<file path="src/rtl/shift_arbiter_if.sv">
`default_nettype none
// +------------------------------------------------------------------------+
// | Interface : shift_arbiter_if                                           |
// | Purpose   : Bundles the two request ports (A, B) and the response port |
// |             of shift_arbiter.                                          |
// | Modports  : master - request/response side (drives requests,          |
// |                      rsp_ready; observes readies and the response)     |
// |             slave  - the arbiter itself                                |
// | Signals   : a_valid/a_ready/a_in/a_cnt/a_op/a_btr   port A request     |
// |             b_valid/b_ready/b_in/b_cnt/b_op/b_btr   port B request     |
// |             rsp_valid/rsp_ready/rsp_id/rsp_data     held result        |
// | Revision  : 1.0 - initial release                                      |
// +------------------------------------------------------------------------+
interface shift_arbiter_if #(
  parameter int N = 16,
  parameter int C = 4,
  parameter int O = 2
);
  logic         a_valid;
  logic         a_ready;
  logic [N-1:0] a_in;
  logic [C-1:0] a_cnt;
  logic [O-1:0] a_op;
  logic         a_btr;

  logic         b_valid;
  logic         b_ready;
  logic [N-1:0] b_in;
  logic [C-1:0] b_cnt;
  logic [O-1:0] b_op;
  logic         b_btr;

  logic         rsp_valid;
  logic         rsp_ready;
  logic         rsp_id;
  logic [N-1:0] rsp_data;

  modport master (
    output a_valid, a_in, a_cnt, a_op, a_btr,
    input  a_ready,
    output b_valid, b_in, b_cnt, b_op, b_btr,
    input  b_ready,
    input  rsp_valid, rsp_id, rsp_data,
    output rsp_ready
  );

  modport slave (
    input  a_valid, a_in, a_cnt, a_op, a_btr,
    output a_ready,
    input  b_valid, b_in, b_cnt, b_op, b_btr,
    output b_ready,
    output rsp_valid, rsp_id, rsp_data,
    input  rsp_ready
  );
endinterface
`default_nettype wire

</file>
<file path="src/rtl/shift_arbiter.sv">
`default_nettype none
// +------------------------------------------------------------------------+
// | Module    : shift_arbiter_barrel                                       |
// | Purpose   : Combinational barrel shifter. Rotate/shift left, rotate/   |
// |             shift right, or full bit reversal.                         |
// | Ports     : i_in  N-bit operand        i_cnt C-bit shift count         |
// |             i_op  O-bit opcode         i_btr bit-reverse select        |
// |             o_out N-bit result                                         |
// | Revision  : 1.0 - initial release                                      |
// +------------------------------------------------------------------------+
module shift_arbiter_barrel #(
  parameter int N = 16,
  parameter int C = 4,
  parameter int O = 2
) (
  input  wire logic [N-1:0] i_in,
  input  wire logic [C-1:0] i_cnt,
  input  wire logic [O-1:0] i_op,
  input  wire logic         i_btr,
  output logic      [N-1:0] o_out
);
  localparam int c_stg = (N > 1) ? $clog2(N) : 1;

  localparam logic [O-1:0] c_op_rol = O'(0);
  localparam logic [O-1:0] c_op_sll = O'(1);
  localparam logic [O-1:0] c_op_ror = O'(2);
  localparam logic [O-1:0] c_op_srl = O'(3);

  logic [c_stg-1:0] w_amt;
  logic             w_right;
  logic             w_rot;
  logic [N-1:0]     w_rev_in;
  logic [N-1:0]     w_pre;
  logic [N-1:0]     w_left_res;
  logic [N-1:0]     w_rev_res;

  // Count is reduced modulo the data width; the remainder always fits the
  // stage count because it is strictly less than N.
  assign w_amt = c_stg'(32'(i_cnt) % N);

  always_comb begin
    w_right = 1'b0;
    w_rot   = 1'b1;
    case (i_op)
      c_op_rol: begin w_right = 1'b0; w_rot = 1'b1; end
      c_op_sll: begin w_right = 1'b0; w_rot = 1'b0; end
      c_op_ror: begin w_right = 1'b1; w_rot = 1'b1; end
      c_op_srl: begin w_right = 1'b1; w_rot = 1'b0; end
      default:  begin w_right = 1'b0; w_rot = 1'b1; end
    endcase
  end

  // Right-direction operations reuse the left-shifting network by
  // reversing the operand on the way in and the result on the way out.
  for (genvar i = 0; i < N; i++) begin : g_rev
    assign w_rev_in[i]  = i_in[N-1-i];
    assign w_rev_res[i] = w_left_res[N-1-i];
  end

  assign w_pre = w_right ? w_rev_in : i_in;

  // Stage s moves the word left by 2**s when bit s of the amount is set;
  // rotations wrap the bits that leave the top, logical shifts fill zeros.
  for (genvar s = 0; s < c_stg; s++) begin : g_stage
    localparam int c_sh = 1 << s;
    logic [N-1:0] w_prev;
    logic [N-1:0] w_moved;
    logic [N-1:0] w_out;

    if (s == 0) begin : g_first
      assign w_prev = w_pre;
    end else begin : g_next
      assign w_prev = g_stage[s-1].w_out;
    end

    assign w_moved = w_rot ? {w_prev[N-1-c_sh:0], w_prev[N-1 -: c_sh]}
                           : {w_prev[N-1-c_sh:0], {c_sh{1'b0}}};
    assign w_out   = w_amt[s] ? w_moved : w_prev;
  end

  assign w_left_res = g_stage[c_stg-1].w_out;

  assign o_out = i_btr   ? w_rev_in  :
                 w_right ? w_rev_res : w_left_res;
endmodule

// +------------------------------------------------------------------------+
// | Module    : shift_arbiter                                              |
// | Purpose   : Round-robin arbiter placing two requesters (A, B) on one   |
// |             shared barrel shifter, with a single registered result     |
// |             slot and valid/ready handshakes on every port.             |
// | Ports     : clk  rising-edge clock                                     |
// |             rst  asynchronous active-low reset                         |
// |             bus  shift_arbiter_if.slave (requests A/B, response)       |
// | Revision  : 1.0 - initial release                                      |
// +------------------------------------------------------------------------+
module shift_arbiter #(
  parameter int N = 16,
  parameter int C = 4,
  parameter int O = 2
) (
  input wire logic      clk,
  input wire logic      rst,
  shift_arbiter_if.slave bus
);
  typedef enum logic [0:0] {
    IDLE = 1'b0,
    HOLD = 1'b1
  } state_t;

  state_t       r_state;
  state_t       w_state_nxt;
  logic         r_ptr;        // 0: A favoured on contention, 1: B favoured
  logic         r_id;
  logic [N-1:0] r_data;

  logic         w_gnt_a;
  logic         w_gnt_b;
  logic         w_open;
  logic         w_acc;
  logic [N-1:0] w_sh_in;
  logic [C-1:0] w_sh_cnt;
  logic [O-1:0] w_sh_op;
  logic         w_sh_btr;
  logic [N-1:0] w_sh_out;

  // Grant is a pure function of the two valids and the priority pointer.
  assign w_gnt_a = bus.a_valid & (~bus.b_valid | ~r_ptr);
  assign w_gnt_b = bus.b_valid & (~bus.a_valid |  r_ptr);

  // The result slot can take a new value when empty, or when the current
  // value leaves on this same edge. Gated by rst so both readies stay low
  // throughout reset.
  assign w_open = rst & ((r_state == IDLE) | bus.rsp_ready);

  assign bus.a_ready = w_gnt_a & w_open;
  assign bus.b_ready = w_gnt_b & w_open;
  assign w_acc       = (w_gnt_a | w_gnt_b) & w_open;

  // Operand mux in front of the single shared shifter.
  assign w_sh_in  = w_gnt_b ? bus.b_in  : bus.a_in;
  assign w_sh_cnt = w_gnt_b ? bus.b_cnt : bus.a_cnt;
  assign w_sh_op  = w_gnt_b ? bus.b_op  : bus.a_op;
  assign w_sh_btr = w_gnt_b ? bus.b_btr : bus.a_btr;

  shift_arbiter_barrel #(
    .N (N),
    .C (C),
    .O (O)
  ) u_barrel (
    .i_in  (w_sh_in),
    .i_cnt (w_sh_cnt),
    .i_op  (w_sh_op),
    .i_btr (w_sh_btr),
    .o_out (w_sh_out)
  );

  always_comb begin
    w_state_nxt = r_state;
    case (r_state)
      IDLE: begin
        if (w_acc) w_state_nxt = HOLD;
      end
      HOLD: begin
        // An acceptance in HOLD implies rsp_ready, so the slot is refilled.
        if (bus.rsp_ready && !w_acc) w_state_nxt = IDLE;
      end
      default: w_state_nxt = IDLE;
    endcase
  end

  always_ff @(posedge clk or negedge rst) begin
    if (!rst) begin
      r_state <= IDLE;
      r_ptr   <= 1'b0;
      r_id    <= 1'b0;
      r_data  <= '0;
    end else begin
      r_state <= w_state_nxt;
      if (w_acc) begin
        r_data <= w_sh_out;
        r_id   <= w_gnt_b;
        // Point away from the port just served.
        r_ptr  <= w_gnt_a;
      end
    end
  end

  assign bus.rsp_valid = (r_state == HOLD);
  assign bus.rsp_id    = r_id;
  assign bus.rsp_data  = r_data;
endmodule
`default_nettype wire

</file>
<file path="src/flat_wrapper.sv">
// flat-port wrapper written by rule: the top's interface ports become plain ports
module shift_arbiter_flat 
#(
  parameter int N = 16,
  parameter int C = 4,
  parameter int O = 2
)
  (clk, rst, bus_a_valid, bus_a_in, bus_a_cnt, bus_a_op, bus_a_btr, bus_a_ready, bus_b_valid, bus_b_in, bus_b_cnt, bus_b_op, bus_b_btr, bus_b_ready, bus_rsp_valid, bus_rsp_id, bus_rsp_data, bus_rsp_ready);
  shift_arbiter_if #(.N(N), .C(C), .O(O)) bus_i ();
  input wire logic clk;
  input wire logic rst;
  input wire logic [$bits(bus_i.a_valid)-1:0] bus_a_valid;
  input wire logic [$bits(bus_i.a_in)-1:0] bus_a_in;
  input wire logic [$bits(bus_i.a_cnt)-1:0] bus_a_cnt;
  input wire logic [$bits(bus_i.a_op)-1:0] bus_a_op;
  input wire logic [$bits(bus_i.a_btr)-1:0] bus_a_btr;
  output wire logic [$bits(bus_i.a_ready)-1:0] bus_a_ready;
  input wire logic [$bits(bus_i.b_valid)-1:0] bus_b_valid;
  input wire logic [$bits(bus_i.b_in)-1:0] bus_b_in;
  input wire logic [$bits(bus_i.b_cnt)-1:0] bus_b_cnt;
  input wire logic [$bits(bus_i.b_op)-1:0] bus_b_op;
  input wire logic [$bits(bus_i.b_btr)-1:0] bus_b_btr;
  output wire logic [$bits(bus_i.b_ready)-1:0] bus_b_ready;
  output wire logic [$bits(bus_i.rsp_valid)-1:0] bus_rsp_valid;
  output wire logic [$bits(bus_i.rsp_id)-1:0] bus_rsp_id;
  output wire logic [$bits(bus_i.rsp_data)-1:0] bus_rsp_data;
  input wire logic [$bits(bus_i.rsp_ready)-1:0] bus_rsp_ready;
  assign bus_i.a_valid = bus_a_valid;
  assign bus_i.a_in = bus_a_in;
  assign bus_i.a_cnt = bus_a_cnt;
  assign bus_i.a_op = bus_a_op;
  assign bus_i.a_btr = bus_a_btr;
  assign bus_a_ready = bus_i.a_ready;
  assign bus_i.b_valid = bus_b_valid;
  assign bus_i.b_in = bus_b_in;
  assign bus_i.b_cnt = bus_b_cnt;
  assign bus_i.b_op = bus_b_op;
  assign bus_i.b_btr = bus_b_btr;
  assign bus_b_ready = bus_i.b_ready;
  assign bus_rsp_valid = bus_i.rsp_valid;
  assign bus_rsp_id = bus_i.rsp_id;
  assign bus_rsp_data = bus_i.rsp_data;
  assign bus_i.rsp_ready = bus_rsp_ready;
  shift_arbiter #(.N(N), .C(C), .O(O)) u_core (.clk(clk), .rst(rst), .bus(bus_i));
endmodule
</file>
<file path="config.mk">
export PLATFORM = sky130hd
export DESIGN_NAME = shift_arbiter_flat
export DESIGN_NICKNAME = d
export VERILOG_FILES = /design/src/rtl/shift_arbiter_if.sv /design/src/rtl/shift_arbiter.sv /design/src/flat_wrapper.sv
export SDC_FILE = /design/constraint.sdc
export NUM_CORES = 1
export LEC_CHECK = 0
export CORE_ASPECT_RATIO = 0.9
export CORE_MARGIN = 3
export CORE_UTILIZATION = 50
export CTS_BUF_LIST = sky130_fd_sc_hd__clkbuf_8
export DETAILED_ROUTE_END_ITERATION = 16
export GPL_ROUTABILITY_DRIVEN = 0
export PLACE_DENSITY = 0.84
export SLEW_MARGIN = 25
export SYNTH_ARGS = -nofsm -noshare
export SYNTH_HDL_FRONTEND = slang
export SYNTH_SLANG_ARGS = --single-unit
</file>
<file path="constraint.sdc">
create_clock -name clk -period 4.1 [get_ports clk]
set_input_delay 0.41 -clock clk [delete_from_list [all_inputs] [get_ports clk]]
set_output_delay 0.41 -clock clk [all_outputs]
set_load 0.02 [all_outputs]
</file>
==> summary.txt <==
Floorplanning
  • Initial Util: about half
  • Die ar.: 8959 um^2
  • Die Span Y: 90.10 um
  • Die W: ~100 um
  • I/O pins: 71
  • Row count: 30
  • Core Region: 7582 um^2

Routing
  • Routed wire length: 13,560 um
  • # DRC: 0
  • Initial DRC Count: 912
  • Vias: about 4.4k
  • WL per Instance: 22.23 um
  • Vias per cell: 7.257
  • Drt pass-1 iters: 9
  • Final ANT Viol Nets: 0

Timing
  • Post-route minimum period: 3236 ps
  • Crit share post-route: roughly four fifths
  • Maximum clock frequency: 309.0 MHz
  • Max-slew violation count: 0
  • RSZ-0062 raised after global routing: no
  • Finish-stage setup viols: 0
  • Slew HR: 42.84%
  • Slew @ Worst Pin: roughly 860 ps
  • Post-Route Skew: 6.056 ps
  • Final hold vios: 0
  • TNS Setup: 0 ps

Global routing
  • Met2 usage: between 40% and 50%
  • Vias in the first global route: 4,179
  • Gr ovfl total: 0
  • Largest net degree at the start of global routing: 40
  • Met1 usage: 42.45%
  • GRT met3 Usage: 8.534%
  • Gr busiest metal: met2
  • Initial antenna violation count: 0
  • First-pass GRT wire length: 21,960 um
  • GR Util All Layers: approximately 30%

Synth
  • Synth Net Count: 513
  • Post-synthesis sequential area ratio: between 10% and 20%
  • Async SR Flop Fraction: 100.0%
  • Cell area after synthesis: 3929 um^2
  • Post-Syn Area per Cell: 8.504 um^2
  • Synth Flop Type: dfrtp_1
  • Post-synthesis instance total: between 400 and 500
  • Number of synthesized register bits: 19
  • Post-synth cell types: 72
  • Yosys warnings: 0
  • Post-synth EDFFs: 0

Cells and area
  • Final nets: 566
  • # fillers: ~700
  • P&R area growth vs syn: 18.31%
  • Non-Filler Instances: ~600
  • Antenna Cells: 0
  • Share of post-route cells with drive strength above 1: 15.18%

Clocking
  • Skew-Pair Late Insertion Delay: 260 ps
  • CTS Sinks: 19
  • CTS tree: done
  • CTS Hold Bufs: 0
  • Clock buffer depth: 2
  • Reg clk slew, reported paths: 70 ps
  • Clk root buf: clkbuf_8
  • Postcts setup bufs: 0
  • CTS buffer count: 3
  • Post_cts resized: 0
  • H-tree depth: 1

Pwr
  • Peak supply drop: 0.1728 mV
  • Leak Pwr: around 1.8 nW
  • Power Density: 272.7 nW/um^2

Setup path
  • Crit Path Class: in -> reg
  • Critical Path RT: around 4300 ps
  • Crit path max fanout: 14
  • Startpoint Class: input pin
  • Critical Path AT: between 3000 and 4000 ps
  • CP endpoint kind: flop

Worst hold path
  • Hold crit path type: in -> async

Placed design
  • Placed cell count: 606
  • Dpl hpwl: 10,290 um
  • Buffers on Ports: 70

Flow run
  • Total of max-cap violations: 0

Status
  • Outcome: finished, final reports clean
per-stage QoR:
stage / area [um^2] / hold WS, ps / worst slack [ps] / util, % / total power, mW
floorplan: 3929 / 114.4 / 1669 / - / 0.8138
global placement: 4602 / 494.2 / 840.0 / 60.69 / 1.099
detailed placement: 4602 / 508.4 / 712.5 / 60.69 / 1.114
CTS: 4648 / 503.3 / 994.0 / 61.30 / 1.249
global route: 4648 / 517.3 / 752.4 / 61.30 / 1.339
finish: 4648 / 490.8 / 863.8 / 61.30 / 1.268
cells in the final DEF, fill, tap and decap left out, types with 5 or more instances in the layout:
master            n
a21oi_1          37
nor3_1           14
o22ai_1          11
mux2_2           13
a22oi_1           5
a31oi_1           8
nand3_1          10
nor2_1           35
nand2_1          46
nor2b_1           7
o211ai_1          7
a211oi_1         10
buf_4            14
clkdlybuf4s50_1  68
nor4_1            6
dfrtp_1          19
mux4_2           27
o21ai_0          23
nand2b_1          5
mux2i_1          60
path summary, 6_finish.rpt:
path / start / slack, ps / cells after the start / endpoint
setup / recovery: bus_b_cnt[1] / 860 / 9 / u_core.bus.rsp_data[0]
hold / removal: rst / 490 / 2 / u_core.bus.rsp_data[8]
setup reg to reg: u_core.r_ptr / 1270 / 9 / u_core.bus.rsp_data[0]
hold reg to reg: u_core.bus.rsp_data[14] / 530 / 2 / u_core.bus.rsp_data[14]
max in group asynchronous: rst / 3400 / 2 / u_core.bus.rsp_data[5]
min in group clk: u_core.bus.rsp_data[14] / 530 / 2 / u_core.bus.rsp_data[14]
cell type report:
cell class / count / area, um^2 / share of cell area [%]
flip-flops and latches: 19 / 475.5 / 10.23
well taps: 96 / 120.1 / 2.584
repair buffers: 85 / 815.8 / 17.55
clock buffers: 3 / 41.29 / 0.8883
inverters: 6 / 22.52 / 0.4845
clock inverters: 1 / 5.005 / 0.1077
multi-input cells: 400 / 3168 / 68.16
Yosys cell counts, types with 3 or more instances:
library cell / count / area share (%)
o211ai_1: 7 / 1.3
o21ai_0: 23 / 2.9
a21oi_1: 37 / 4.7
nand2_1: 46 / 4.4
and2_1: 4 / 0.64
buf_6: 7 / 2.0
nor3_1: 14 / 1.8
mux4_2: 27 / 15
and3_1: 3 / 0.48
o22ai_1: 11 / 1.8
clkbuf_1: 10 / 0.96
buf_2: 8 / 1.0
nor4_1: 6 / 0.96
nand3_1: 10 / 1.3
a211oi_1: 10 / 1.9
a2111oi_0: 3 / 0.67
o221ai_1: 3 / 0.67
inv_1: 4 / 0.38
dfrtp_1: 19 / 12
a21o_1: 3 / 0.57
nand2b_1: 5 / 0.80
nor2b_1: 7 / 1.1
nor2_1: 35 / 3.3
a311oi_1: 4 / 0.89
buf_4: 9 / 1.7
a31oi_1: 8 / 1.3
o32a_1: 3 / 0.76
or2_2: 4 / 0.64
mux2_2: 13 / 3.7
mux2i_1: 60 / 15
a22oi_1: 5 / 0.96
metal layers:
metal | wire length, um | share of wire (%) | up-vias
li1 | - | - | 1925
met1 | 5099 | 38 | 2047
met2 | 5932 | 44 | 396
met3 | 2059 | 15 | 59
met4 | 469 | 3.5 | 0
met5 | 0 | 0 | -
kinds of logic (layout without fill, tap and decap cells):
group                     Yosys count  in the layout  synth area share, %
AOI/OAI and AO/OA                 146            146                25.35
xor gates and xnor gates            2              2               0.4459
buffers and inverters              43             95                7.261
DFF                                19             19                12.10
muxes                             102            102                35.83
and+or+nand+nor                   150            150                19.01
where the power goes:
| group | switching [mW] | internal, mW | leakage [nW] |
|---|---|---|---|
| Sequential | 0.0307 | 0.236 | 0.225 |
| Clock | 0.0617 | 0.0676 | 0.0255 |
| Combinational | 0.495 | 0.377 | 1.59 |
| Total | 0.587 | 0.681 | 1.84 |
registers in the layout, summed over array words and instances, names as in the netlist:
signal	cells
u_core.bus.rsp_valid	1
u_core.bus.rsp_data	16
u_core.bus.rsp_id	1
u_core.r_ptr	1
worst max-delay path: stages:
cell             delay [ps]
clkdlybuf4s50_1         880
nand2_1                 280
nor2_1                  190
a21oi_1                 110
o41ai_1                 710
o21ai_0                 270
o21ai_0                 290
o21ai_0                 120
a21oi_1                 140
(Power assumes the default switching activity.)
